`config.mk`:
```
export PLATFORM = sky130hd
export DESIGN_NAME = inertial_integrator_cal
export DESIGN_NICKNAME = d
export VERILOG_FILES = /design/src/rtl/inertial_integrator_cal.sv
export SDC_FILE = /design/constraint.sdc
export NUM_CORES = 1
export LEC_CHECK = 0
export CORE_ASPECT_RATIO = 1.5
export CORE_MARGIN = 10
export CORE_UTILIZATION = 35
export DETAILED_ROUTE_END_ITERATION = 10
export SETUP_SLACK_MARGIN = 0.15
export SYNTH_ARGS = -nofsm -noshare
export SYNTH_HDL_FRONTEND = slang
export SYNTH_SLANG_ARGS = --single-unit
```
`constraint.sdc`:
```
create_clock -name clk -period 12.1 [get_ports clk]
set_input_delay 3.025 -clock clk [delete_from_list [all_inputs] [get_ports clk]]
set_output_delay 3.025 -clock clk [all_outputs]
set_load 0.005 [all_outputs]
```
`src/rtl/inertial_integrator_cal.sv`:
```
// inertial_integrator_cal: complementary-filter pitch integrator with run-time offset calibration.
// Optional macro INERT_INTEG_SAT_EN: clamp the integrator instead of wrapping on overflow.
module inertial_integrator_cal #(
    parameter int DW          = 16,
    parameter int FRAC        = 11,
    parameter int CAL_LOG2    = 4,
    parameter int FUSION_STEP = 1024,
    parameter int ACC_GAIN    = 327,
    parameter int ACC_SHIFT   = 13,
    parameter logic signed [DW-1:0] RT_OFF_DFLT = 16'h0050,
    parameter logic signed [DW-1:0] AZ_OFF_DFLT = 16'h00A0
) (
    input  logic                 clk,
    input  logic                 rst,
    input  logic                 vld,
    input  logic                 cal_start,
    input  logic signed [DW-1:0] ptch_rt,
    input  logic signed [DW-1:0] AZ,
    output logic signed [DW-1:0] ptch,
    output logic                 ptch_vld,
    output logic                 cal_busy,
    output logic                 cal_done
);
    localparam int IW    = DW + FRAC;
    localparam int SW    = DW + CAL_LOG2;
    localparam int PW    = DW + 33;
    localparam int CAL_N = 1 << CAL_LOG2;

    typedef enum logic {RUN, CAL} state_t;
    state_t state, state_nxt;

    logic signed [IW-1:0]     ptch_int, int_nxt;
    logic signed [DW-1:0]     rt_off, az_off;
    logic signed [SW-1:0]     sum_rt, sum_az, sum_rt_n, sum_az_n, avg_rt, avg_az;
    logic        [CAL_LOG2:0] cnt;
    logic signed [DW:0]       rt_comp, az_comp;
    logic signed [PW-1:0]     prod, acc;
    logic signed [IW+1:0]     step, nxt;
    logic                     cal_acc, cal_fin, run_upd;

    assign cal_acc = state == CAL && vld && !cal_start;
    assign cal_fin = cal_acc && cnt == (CAL_LOG2+1)'(CAL_N - 1);
    assign run_upd = state == RUN && vld && !cal_start;
    assign cal_busy = state == CAL;
    assign ptch = ptch_int[IW-1:FRAC];

    // The average includes the sample that completes the window.
    assign sum_rt_n = sum_rt + SW'(ptch_rt);
    assign sum_az_n = sum_az + SW'(AZ);
    assign avg_rt = sum_rt_n >>> CAL_LOG2;
    assign avg_az = sum_az_n >>> CAL_LOG2;

    assign rt_comp = (DW+1)'(ptch_rt) - (DW+1)'(rt_off);
    assign az_comp = (DW+1)'(AZ) - (DW+1)'(az_off);
    assign prod = PW'(az_comp) * PW'(ACC_GAIN);
    assign acc = prod >>> ACC_SHIFT;
    assign step = (acc > PW'(ptch)) ? (IW+2)'(FUSION_STEP) : -(IW+2)'(FUSION_STEP);
    assign nxt = (IW+2)'(ptch_int) - (IW+2)'(rt_comp) + step;

`ifdef INERT_INTEG_SAT_EN
    // Top three bits disagree only when the sum left the IW-bit signed range.
    assign int_nxt = (nxt[IW+1:IW-1] == {3{nxt[IW+1]}}) ? nxt[IW-1:0] :
                     nxt[IW+1] ? {1'b1, {(IW-1){1'b0}}} : {1'b0, {(IW-1){1'b1}}};
`else
    assign int_nxt = nxt[IW-1:0];
`endif

    always_comb begin
        state_nxt = state;
        if (cal_start)
            state_nxt = CAL;
        else if (cal_fin)
            state_nxt = RUN;
    end

    always_ff @(posedge clk or posedge rst) begin
        if (rst) begin
            state    <= RUN;
            ptch_int <= '0;
            rt_off   <= RT_OFF_DFLT;
            az_off   <= AZ_OFF_DFLT;
            sum_rt   <= '0;
            sum_az   <= '0;
            cnt      <= '0;
            ptch_vld <= 1'b0;
            cal_done <= 1'b0;
        end else begin
            state    <= state_nxt;
            ptch_vld <= run_upd;
            cal_done <= cal_fin;
            if (cal_start) begin
                sum_rt <= '0;
                sum_az <= '0;
                cnt    <= '0;
            end else if (cal_acc) begin
                sum_rt <= sum_rt_n;
                sum_az <= sum_az_n;
                cnt    <= cnt + 1'b1;
                if (cal_fin) begin
                    rt_off   <= avg_rt[DW-1:0];
                    az_off   <= avg_az[DW-1:0];
                    ptch_int <= '0;
                end
            end else if (run_upd) begin
                ptch_int <= int_nxt;
            end
        end
    end
endmodule

```
==> key figures, run 1 <==
Timing
  – Final Hold Viols: 0
  – Max Slew Vio Count: 0
  – RSZ-0062 raised after global routing: true
  – Fin crit period: 12310 ps
  – Finish-stage setup viols: 9
  – Actual slew at the worst max-slew pin: 1250 ps
  – Worst-case clock skew: 17.8 ps
  – Crit share post-route: 1.02
  – Fin worst setup slack: -210 ps
  – Rel. slew slack: 0.166
  – Max Freq: 0.0812 GHz
  – Final hold slack: 483 ps

Global route
  – Tot GR Track Use: 0.152
  – Largest net degree at the start of global routing: 64
  – Vias in the first global route: 10848
  – GR Overflow Total: 0
  – First-pass GRT wire length: 52800 um
  – Initial antenna violation count: 0

Setup path
  – Crit start category: input port
  – Crit path max fanout: 5
  – WP data arrival: 12580 ps
  – Worst Path Required: 12370 ps
  – Crit. End Element: flip-flop
  – Biggest cell delay along the critical path: 520 ps
  – Crit-path most repeated cell: ha_4
  – Setup CP Type: input port to flip-flop
  – Slowest-stage cell, CP: fa_1

Die
  – Area of the die: 42900 um^2
  – Die height: 249 um
  – Row cnt: 83
  – I/O pin count: 55
  – Die width: 172 um
  – Core area: 34400 um^2
  – Starting Density: 0.355

Detailed routing
  – Routed WL: 32100 um
  – 1st-pass router iterations: 4
  – Routed vias: 10107
  – Post-DR wirelength/cell: 15.6 um
  – Vias per cell: 4.91
  – ANT nets after route: 0
  – # DRC: 0
  – Initial DRC Count: 376

Clocking
  – H-tree depth: 3
  – # hold bufs at CTS: 0
  – CTS Buf Count: 9
  – TritonCTS clock tree: yes
  – Total clock sinks: 107
  – Worst-path clk slew: 90 ps
  – Clk_lat worst skew: 380 ps
  – Max Root-Sink Buffers: 2
  – Root Driver: clkbuf_16

Min path
  – Worst min-delay path class: flip-flop to flip-flop

Placed design
  – GP Congestion: 0.874
  – PortBufs: 54
  – DP HPWL: 25700 um
  – Placed cells: 2005

Cells and area
  – Fillers: 3288
  – Final net count: 1897
  – ANT cells: 0
  – Final core utilization: 0.463
  – Share of layout cells above drive strength 1: 0.231
  – Layout area overhead: 30.6%
  – Finished Layout Cells: 2060

Synth
  – Ys flop type: dfrtp_1
  – EDFF count, synth: 0
  – Ys async rst share: 1.00
  – Mapped Nets: 1662
  – Flops & latches, synth: 107
  – Count of cell types in the netlist: 75
  – Register area share after synthesis: 0.220
  – Mean area per synthesized cell: 9.02 um^2
  – Yosys warning total: 0
  – Synthesized instance count: 1353
  – Post-Syn Area: 12200 um^2

Run status
  – Status: finished with violations
  – Failing checks: negative setup slack

Run
  – Max Cap Violations: 0
[final timing paths]
check                           startpoint      endpoint  slack (ps)  cells after the start
worst max-delay path                 AZ[0]  ptch_int[21]        -210                     50
worst min-delay path             az_off[7]     az_off[7]         480                      2
worst max register to register   az_off[1]  ptch_int[21]        2040                     49
worst min register to register   az_off[7]     az_off[7]         480                      2
max in group asynchronous              rst  ptch_int[18]        7720                      3
min in group asynchronous              rst      cal_done        3060                      2
[registers in the layout, summed over array words and instances (netlist names)]
| name | count |
|---|---|
| az_off | 16 |
| cal_busy | 1 |
| cal_done | 1 |
| cnt | 5 |
| ptch_int | 27 |
| ptch_vld | 1 |
| rt_off | 16 |
| sum_az | 20 |
| sum_rt | 20 |
[routing by layer]
metal,up-vias,track usage,part of all wire,wire length (um)
li1,5009,-,-,-
met1,4942,0.173,0.42,13400
met2,107,0.282,0.54,17200
met3,49,0.0138,0.015,488
met4,0,0.0569,0.031,986
met5,-,0,0,0
[final cells by class]
type,count,area (um^2),area share
clock buffer,9,225,0.0141
inverter,253,960,0.0602
sequential,107,2680,0.168
tap,467,584,0.0367
timing repair buffer,260,2130,0.134
clock inverter,7,81.3,0.00511
multi-input combinational,957,9270,0.582
[critical path: cells and delay by family]
family | cells | cell delay [ps]
compound gates | 18 | 3160
simple gates | 9 | 1320
buf+inv | 10 | 970
fa+ha+maj | 11 | 3840
xor+xnor | 2 | 250
[cell usage after synthesis, drive strengths merged (12+ instances only)]
| cell type | number | area, um^2 |
|---|---|---|
| xnor2 | 65 | 584 |
| nor3 | 18 | 100 |
| a22o | 24 | 210 |
| dfrtp | 103 | 2580 |
| xor2 | 31 | 279 |
| a21oi | 64 | 320 |
| o21ai | 105 | 526 |
| buf | 16 | 120 |
| fa | 88 | 1760 |
| clkbuf | 20 | 75.1 |
| ha | 185 | 2310 |
| nor2b | 12 | 77.6 |
| inv | 253 | 950 |
| or3 | 12 | 75.1 |
| a21o | 43 | 323 |
| nor2 | 50 | 188 |
| nand3 | 23 | 115 |
| nand2 | 105 | 394 |
[cells in the final DEF (no fill, tap or decap), types with 8 or more instances in the layout]
cell type	netlist	final
xor2_1	30	27
clkdlybuf4s50_1	0	43
dfrtp_1	103	103
fa_1	88	82
inv_1	251	236
o21ai_1	10	8
nor2b_1	11	11
buf_6	0	10
a22o_1	24	24
a21o_1	43	43
a21oi_1	64	49
inv_2	2	15
buf_4	16	196
o21a_1	8	8
nand2_1	105	101
xnor2_1	63	59
ha_4	0	30
ha_1	185	153
o21ai_0	95	88
nand4_1	11	11
or3_1	12	11
nor2_1	50	46
nand3_1	23	20
o21bai_1	11	10
clkbuf_16	0	9
a21oi_2	0	9
nor3_1	16	15
[timing repair]
action                                  CTS  global route
setup buffers                            35             4
endpoints found under the setup margin   14            14
endpoints found under the hold margin     0             0
pin swaps                               113            25
gates resized for setup                 107            18
[cell families (layout without fill, tap and decap cells)]
family,Yosys count,in the layout,share of synthesized area
simple gates,262,262,0.102
compound gates,323,323,0.176
buf+inv,289,529,0.0939
fa+ha+maj,273,273,0.334
xor+xnor,97,97,0.0726
flops,107,107,0.220
mux,2,2,0.00185
[per-stage QoR]
step           setup slack, ps  setup TNS (ps)  area, um^2
2_1_floorplan             -623           -1850       12500
3_3_place_gp             -1040          -10760       14700
3_5_place_dp             -1320          -14190       14700
4_1_cts                   -124            -294       15800
5_1_grt                   -632           -5870       15900
6_report                  -210            -914       15900
Power of run 1 is not shown: default switching activity piles up to over one toggle a cycle in this logic, so the estimate is an artifact.
==> run 2: changes to the inputs <==
CELL_PAD_IN_SITES_DETAIL_PLACEMENT = 1   (was unset)
CELL_PAD_IN_SITES_GLOBAL_PLACEMENT = 2   (was unset)
CTS_CLUSTER_SIZE = 25   (was unset)
PLACE_DENSITY_LB_ADDON = 0.1   (was unset)
==> run 2 against run 1 <==
  * The run still ends with negative setup slack left
  * First-iteration DRC count fell by 15%
  * Highest routed layer unchanged
  * Utilization rose by 0.68 points
  * Global-route usage rose by 2.5 points
  * Critical path type unchanged
  * Cell count rose by 0.53%
  * Setup slack got worse by 68 ps
  * Register-to-register slack barely moved
  * Clock-buffer cell count rose by 1
  * Via count rose by 1.5%
==> key figures, run 2 (synthesis gave the netlist of run 1 again) <==
Die
  – Area of the die: 42900 um^2 (unchanged)
  – I/O pin count: 55 (unchanged)
  – Starting Density: 0.355 (unchanged)
  – Row cnt: 83 (unchanged)
  – Die height: 249 um (unchanged)
  – Die width: 172 um (unchanged)
  – Core area: 34400 um^2 (unchanged)

Detailed routing
  – Post-DR wirelength/cell: 17.8 um (+15%)
  – Routed vias: 10256 (+1.5%)
  – # DRC: 0 (unchanged)
  – ANT nets after route: 0 (unchanged)
  – Vias per cell: 4.95 (+0.94%)
  – 1st-pass router iterations: 6 (+2)
  – Initial DRC Count: 320 (-15%)
  – Routed WL: 36900 um (+15%)

Setup path
  – Reg2Reg Setup Slack: 2030 ps (about the same)
  – Worst r2r src: az_off[0]
  – Biggest cell delay along the critical path: 510 ps (about the same)
  – Worst Reg2Reg Path Length in Cells: 44 (-10%)
  – Setup CP Type: input port to flip-flop
  – WP data arrival: 12640 ps (+60 ps)
  – Worst Path Required: 12360 ps (about the same)
  – Crit path to: ptch_int[25]
  – Crit start category: input port
  – Crit-path most repeated cell: ha_4
  – Slowest-stage cell, CP: fa_1
  – Crit. End Element: flip-flop
  – Reg-to-Reg End: ptch_int[25]
  – Crit. Startpoint: AZ[0]
  – Crit path max fanout: 7 (+2)

Cells and area
  – Largest registers: ptch_int x27, sum_az x20, sum_rt x20
  – Share of layout cells above drive strength 1: 0.246 (+0.0146)
  – Final net count: 1908 (+0.58%)
  – Layout area overhead: 32.5%
  – Reg with most FFs: ptch_int
  – Max FFs per register: 27 (unchanged)
  – ANT cells: 0 (unchanged)
  – Most common cell after layout, fill and taps aside: inv_1
  – Sequential Area: 2680 um^2 (unchanged)
  – Multi-input logic area: 9360 um^2 (+0.97%)
  – Most frequent cells in the layout: inv_1 (235), buf_4 (197), ha_1 (149)
  – Fillers: 3987 (+21%)

Global route
  – GR Overflow Total: 0 (unchanged)
  – Initial antenna violation count: 0 (unchanged)
  – Vias in the first global route: 11453 (+5.6%)
  – First-pass GRT wire length: 60400 um (+14%)
  – Largest net degree at the start of global routing: 56 (-13%)
  – Tot GR Track Use: 0.177 (+0.0247)

Clocking
  – H-tree depth: 3 (unchanged)
  – Root Driver: clkbuf_16
  – Clk_lat worst skew: 380 ps (about the same)
  – TritonCTS clock tree: yes
  – CTS Buf Count: 9 (unchanged)
  – Total clock sinks: 107 (unchanged)
  – Max Root-Sink Buffers: 2 (unchanged)
  – Worst-path clk slew: 80 ps (about the same)

Timing
  – Fin worst setup slack: -277 ps (-68.0 ps)
  – Max Slew Vio Count: 0 (unchanged)
  – Finish-stage setup viols: 11 (+2)
  – Worst-case clock skew: 15.7 ps (-2.03 ps)
  – RSZ-0062 raised after global routing: true
  – Crit share post-route: 1.02 (+0.00562)
  – Final Hold Viols: 0 (unchanged)
  – TNS Setup: -1330 ps (-413 ps)
  – Max Freq: 0.0808 GHz (-0.55%)
  – Fin crit period: 12380 ps (+68.0 ps)
  – Actual slew at the worst max-slew pin: 753 ps (-496 ps)
  – Rel. slew slack: 0.498 (+0.332)

Min path
  – Worst min-delay path class: flip-flop to flip-flop

Run
  – Max Cap Violations: 0 (unchanged)

Placed design
  – GP Congestion: 0.814 (-6.9%)
  – DP Worst Slack: -1490 ps (-169 ps)
  – PortBufs: 54 (unchanged)
  – DP HPWL: 29800 um (+16%)

Run status
  – Status: finished with violations
  – Failing checks: negative setup slack
[run 2: how the worst min path moves through the flow]
stage / to / cells after the start / start
after floorplan: ptch_int[2] / 2 / ptch_int[2]
after global placement: az_off[15] / 2 / az_off[15]
after detailed placement: az_off[15] / 2 / az_off[15]
after CTS: az_off[15] / 2 / az_off[15]
after global routing: rt_off[6] / 2 / rt_off[6]
final: az_off[15] / 2 / az_off[15]
[run 2: final cells by class]
type                    count  area share
inverters                 253      0.0594
well taps                 467      0.0361
multi-input cells         957       0.579
clock inverters             6     0.00403
repair buffers            271       0.141
clock buffers              10      0.0148
flip-flops and latches    107       0.166
[run 2: through the flow]
step | std cells | util | area, um^2 | hold WS, ps
after CTS | 2053 | 0.461 | 15900 | 490
after global placement | 2005 | 0.429 | 14800 | 463
after floorplan | 1353 | - | 12500 | 449
after global routing | 2071 | 0.470 | 16200 | 506
final | 2071 | 0.470 | 16200 | 483
after detailed placement | 2005 | 0.429 | 14800 | 471
[run 2: metal layers]
layer | up-vias | GRT usage | wire (um)
met4 | 0 | 0.0360 | 559
met5 | - | 0 | 0
met3 | 33 | 0.0206 | 578
met1 | 5130 | 0.196 | 14600
met2 | 66 | 0.344 | 21200
li1 | 5027 | - | -
[run 2: timing repair]
action / CTS / global route
gates resized for setup: 127 / 30
hold buffers: 0 / 0
setup endpoints to repair: 15 / 14
hold endpoints to repair: 0 / 0
pin swaps: 77 / 56
buffers inserted: 32 / 18
[run 2: critical path, delay by kind of cell]
family                   cells  cell delay (ps)
AND/OR/NAND/NOR              7             1230
AO/OA/AOI/OAI               20             3970
buffers and inverters        7              630
adder cells (fa/ha/maj)     11             3630
XOR/XNOR                     1              140
Power of run 2 is left out for the same reason.
==> run 3: changes to the inputs <==
clock period = 13.4 ns   (was 12.1 ns; I/O delays follow)
==> run 3 against run 2 <==
  * The flow now finishes without violations
  * Final area down 6.7%
  * Routed wire length decreased by 6.4%
  * Via count shrank 4.2%
  * Hold slack worse by 1.2 ps
  * Die area unchanged
  * Flip-flop and latch count unchanged
  * Sequential share of layout area up 1.2 points
  * Setup slack improved by 820 ps
  * Critical endpoint unchanged
  * Highest routed layer unchanged
==> key figures, run 3 (synthesis gave the netlist of run 1 again) <==
Setup path
  – Crit path to: ptch_int[25]
  – Worst Path Required: 13670 ps (+1310 ps)
  – Crit. Startpoint: AZ[0]
  – Crit start category: input port
  – Worst r2r src: az_off[0]
  – Crit. End Element: flip-flop
  – Reg-to-Reg End: ptch_int[25]
  – Worst Reg2Reg Path Length in Cells: 43 (-2.3%)
  – Slowest-stage cell, CP: fa_1
  – Crit path max fanout: 5 (-2)
  – WP data arrival: 13120 ps (+480 ps)
  – Crit-path most repeated cell: fa_1
  – Biggest cell delay along the critical path: 560 ps (+50 ps)
  – Setup CP Type: input port to flip-flop
  – Reg2Reg Setup Slack: 3160 ps (+1130 ps)
  – Critical path depth: 45 (-2.2%)
  – Worst path bufs/invs: 7 (unchanged)
  – Family with the most delay on the worst path: compound AO/OA/AOI/OAI gates

Cells and area
  – Most common cell after layout, fill and taps aside: inv_1
  – ANT cells: 0 (unchanged)
  – Largest registers: ptch_int x27, sum_az x20, sum_rt x20
  – Max FFs per register: 27 (unchanged)
  – Reg with most FFs: ptch_int
  – Share of layout cells above drive strength 1: 0.162 (-0.0839)
  – Final core utilization: 0.439 (-0.0317)
  – Final Cell Area: 15100 um^2 (-6.7%)
  – Finished Layout Cells: 1988 (-4.0%)
  – Layout area overhead: 23.6%
  – Most frequent cells in the layout: inv_1 (244), ha_1 (167), buf_4 (129)
  – Final net count: 1825 (-4.4%)

Global route
  – Initial antenna violation count: 0 (unchanged)
  – Largest net degree at the start of global routing: 64 (+14%)
  – First-pass GRT wire length: 56800 um (-6.1%)
  – Met2 Use GR: 0.309 (-0.0347)
  – GR Overflow Total: 0 (unchanged)
  – Vias in the first global route: 10694 (-6.6%)
  – GRT met1 Usage: 0.195 (-0.00142)
  – Gr busiest metal: met2
  – M3 GR Usage: 0.0176 (-0.00301)
  – Tot GR Track Use: 0.166 (-0.0111)

Die
  – Core area: 34400 um^2 (unchanged)
  – Row cnt: 83 (unchanged)
  – Die width: 172 um (unchanged)
  – Die height: 249 um (unchanged)
  – Area of the die: 42900 um^2 (unchanged)
  – Starting Density: 0.355 (unchanged)
  – I/O pin count: 55 (unchanged)

Clocking
  – Clk_lat worst skew: 380 ps (about the same)
  – CTS Buf Count: 9 (unchanged)
  – Total clock sinks: 107 (unchanged)
  – Worst-path clk slew: 80 ps (about the same)
  – TritonCTS clock tree: yes
  – # hold bufs at CTS: 0 (unchanged)
  – H-tree depth: 3 (unchanged)
  – Max Root-Sink Buffers: 2 (unchanged)
  – Root Driver: clkbuf_16

Detailed routing
  – Routed vias: 9826 (-4.2%)
  – Routed WL: 34600 um (-6.4%)
  – Initial DRC Count: 241 (-25%)
  – ANT nets after route: 0 (unchanged)
  – 1st-pass router iterations: 4 (-2)
  – Vias per cell: 4.94 (-0.19%)
  – Post-DR wirelength/cell: 17.4 um (-2.5%)
  – # DRC: 0 (unchanged)

Timing
  – Finish-stage setup viols: 0 (-11)
  – Fin crit period: 12860 ps
  – RSZ-0062 raised after global routing: false
  – Final Hold Viols: 0 (unchanged)
  – Worst-case clock skew: 13.1 ps (-2.67 ps)
  – Max Slew Vio Count: 0 (unchanged)
  – Actual slew at the worst max-slew pin: 1100 ps (+347 ps)
  – Max Freq: 0.0778 GHz
  – Crit share post-route: 0.959
  – Rel. slew slack: 0.264 (-0.234)

Placed design
  – Placed cells: 1952 (-2.6%)
  – Area after DPL: 14200 um^2 (-3.5%)
  – PortBufs: 54 (unchanged)
  – GP Congestion: 0.805 (-1.2%)
  – DP HPWL: 28400 um (-4.6%)

Min path
  – Worst min-delay path class: flip-flop to flip-flop
  – Hold Crit Depth: 2 (unchanged)
  – Hold wc startpoint: rt_off[1]

Run status
  – Status: complete, no violations

Run
  – Max Cap Violations: 0 (unchanged)
-- run 3: cell types whose count changed in the layout (fill, tap and decap cells not counted), moves of 6 or more --
cell and delta:
ha_4 -13, buf_6 -15, o21ai_2 -7, inv_2 -8, inv_1 +9, nand3_1 +6, a21oi_1 +8, buf_4 -68
a21oi_2 -6, ha_1 +18
-- run 3: how the worst min path moves through the flow --
stage	endpoint	slack, ps
finish	rt_off[1]	480
global route	az_off[9]	510
CTS	az_off[8]	490
detailed placement	az_off[8]	470
global placement	az_off[14]	460
floorplan	ptch_int[2]	450
-- run 3: layer usage --
layer  vias up  wire length [um]
li1       4868                 -
met1      4870             14600
met2        65             19100
met3        23               474
met4         0               477
met5         -                 0
-- run 3: through the flow --
step | hold slack, ps | setup TNS (ps) | worst slack, ps
floorplan | 449 | 0 | 157
global placement | 463 | -1130 | -309
detailed placement | 470 | -2740 | -494
CTS | 488 | 0 | 165
global route | 514 | 0 | 58.8
finish | 482 | 0 | 544
-- run 3: area by class of cell --
class | instances | area [um^2]
clock buffer | 10 | 229
inverter | 253 | 952
fill | 3994 | 19300
sequential | 107 | 2680
multi-input combinational | 958 | 8990
clock inverter | 6 | 61.3
tap | 467 | 584
timing repair buffer | 187 | 1570
-- run 3: worst reg2reg max path, delay by kind of cell, from the launching register on --
family / cells / cell delay (ps)
AO/OA/AOI/OAI: 20 / 4020
buffers and inverters: 5 / 550
XOR/XNOR: 2 / 250
flip-flops: 1 / 430
AND/OR/NAND/NOR: 6 / 1060
adder cells (fa/ha/maj): 10 / 3790
-- run 3: repair_timing --
action,CTS,global route
gates cloned,1,0
resized for setup,17,56
setup endpoints to repair,5,13
pin swaps,29,52
setup buffers,7,12
Power of run 3 is left out for the same reason.
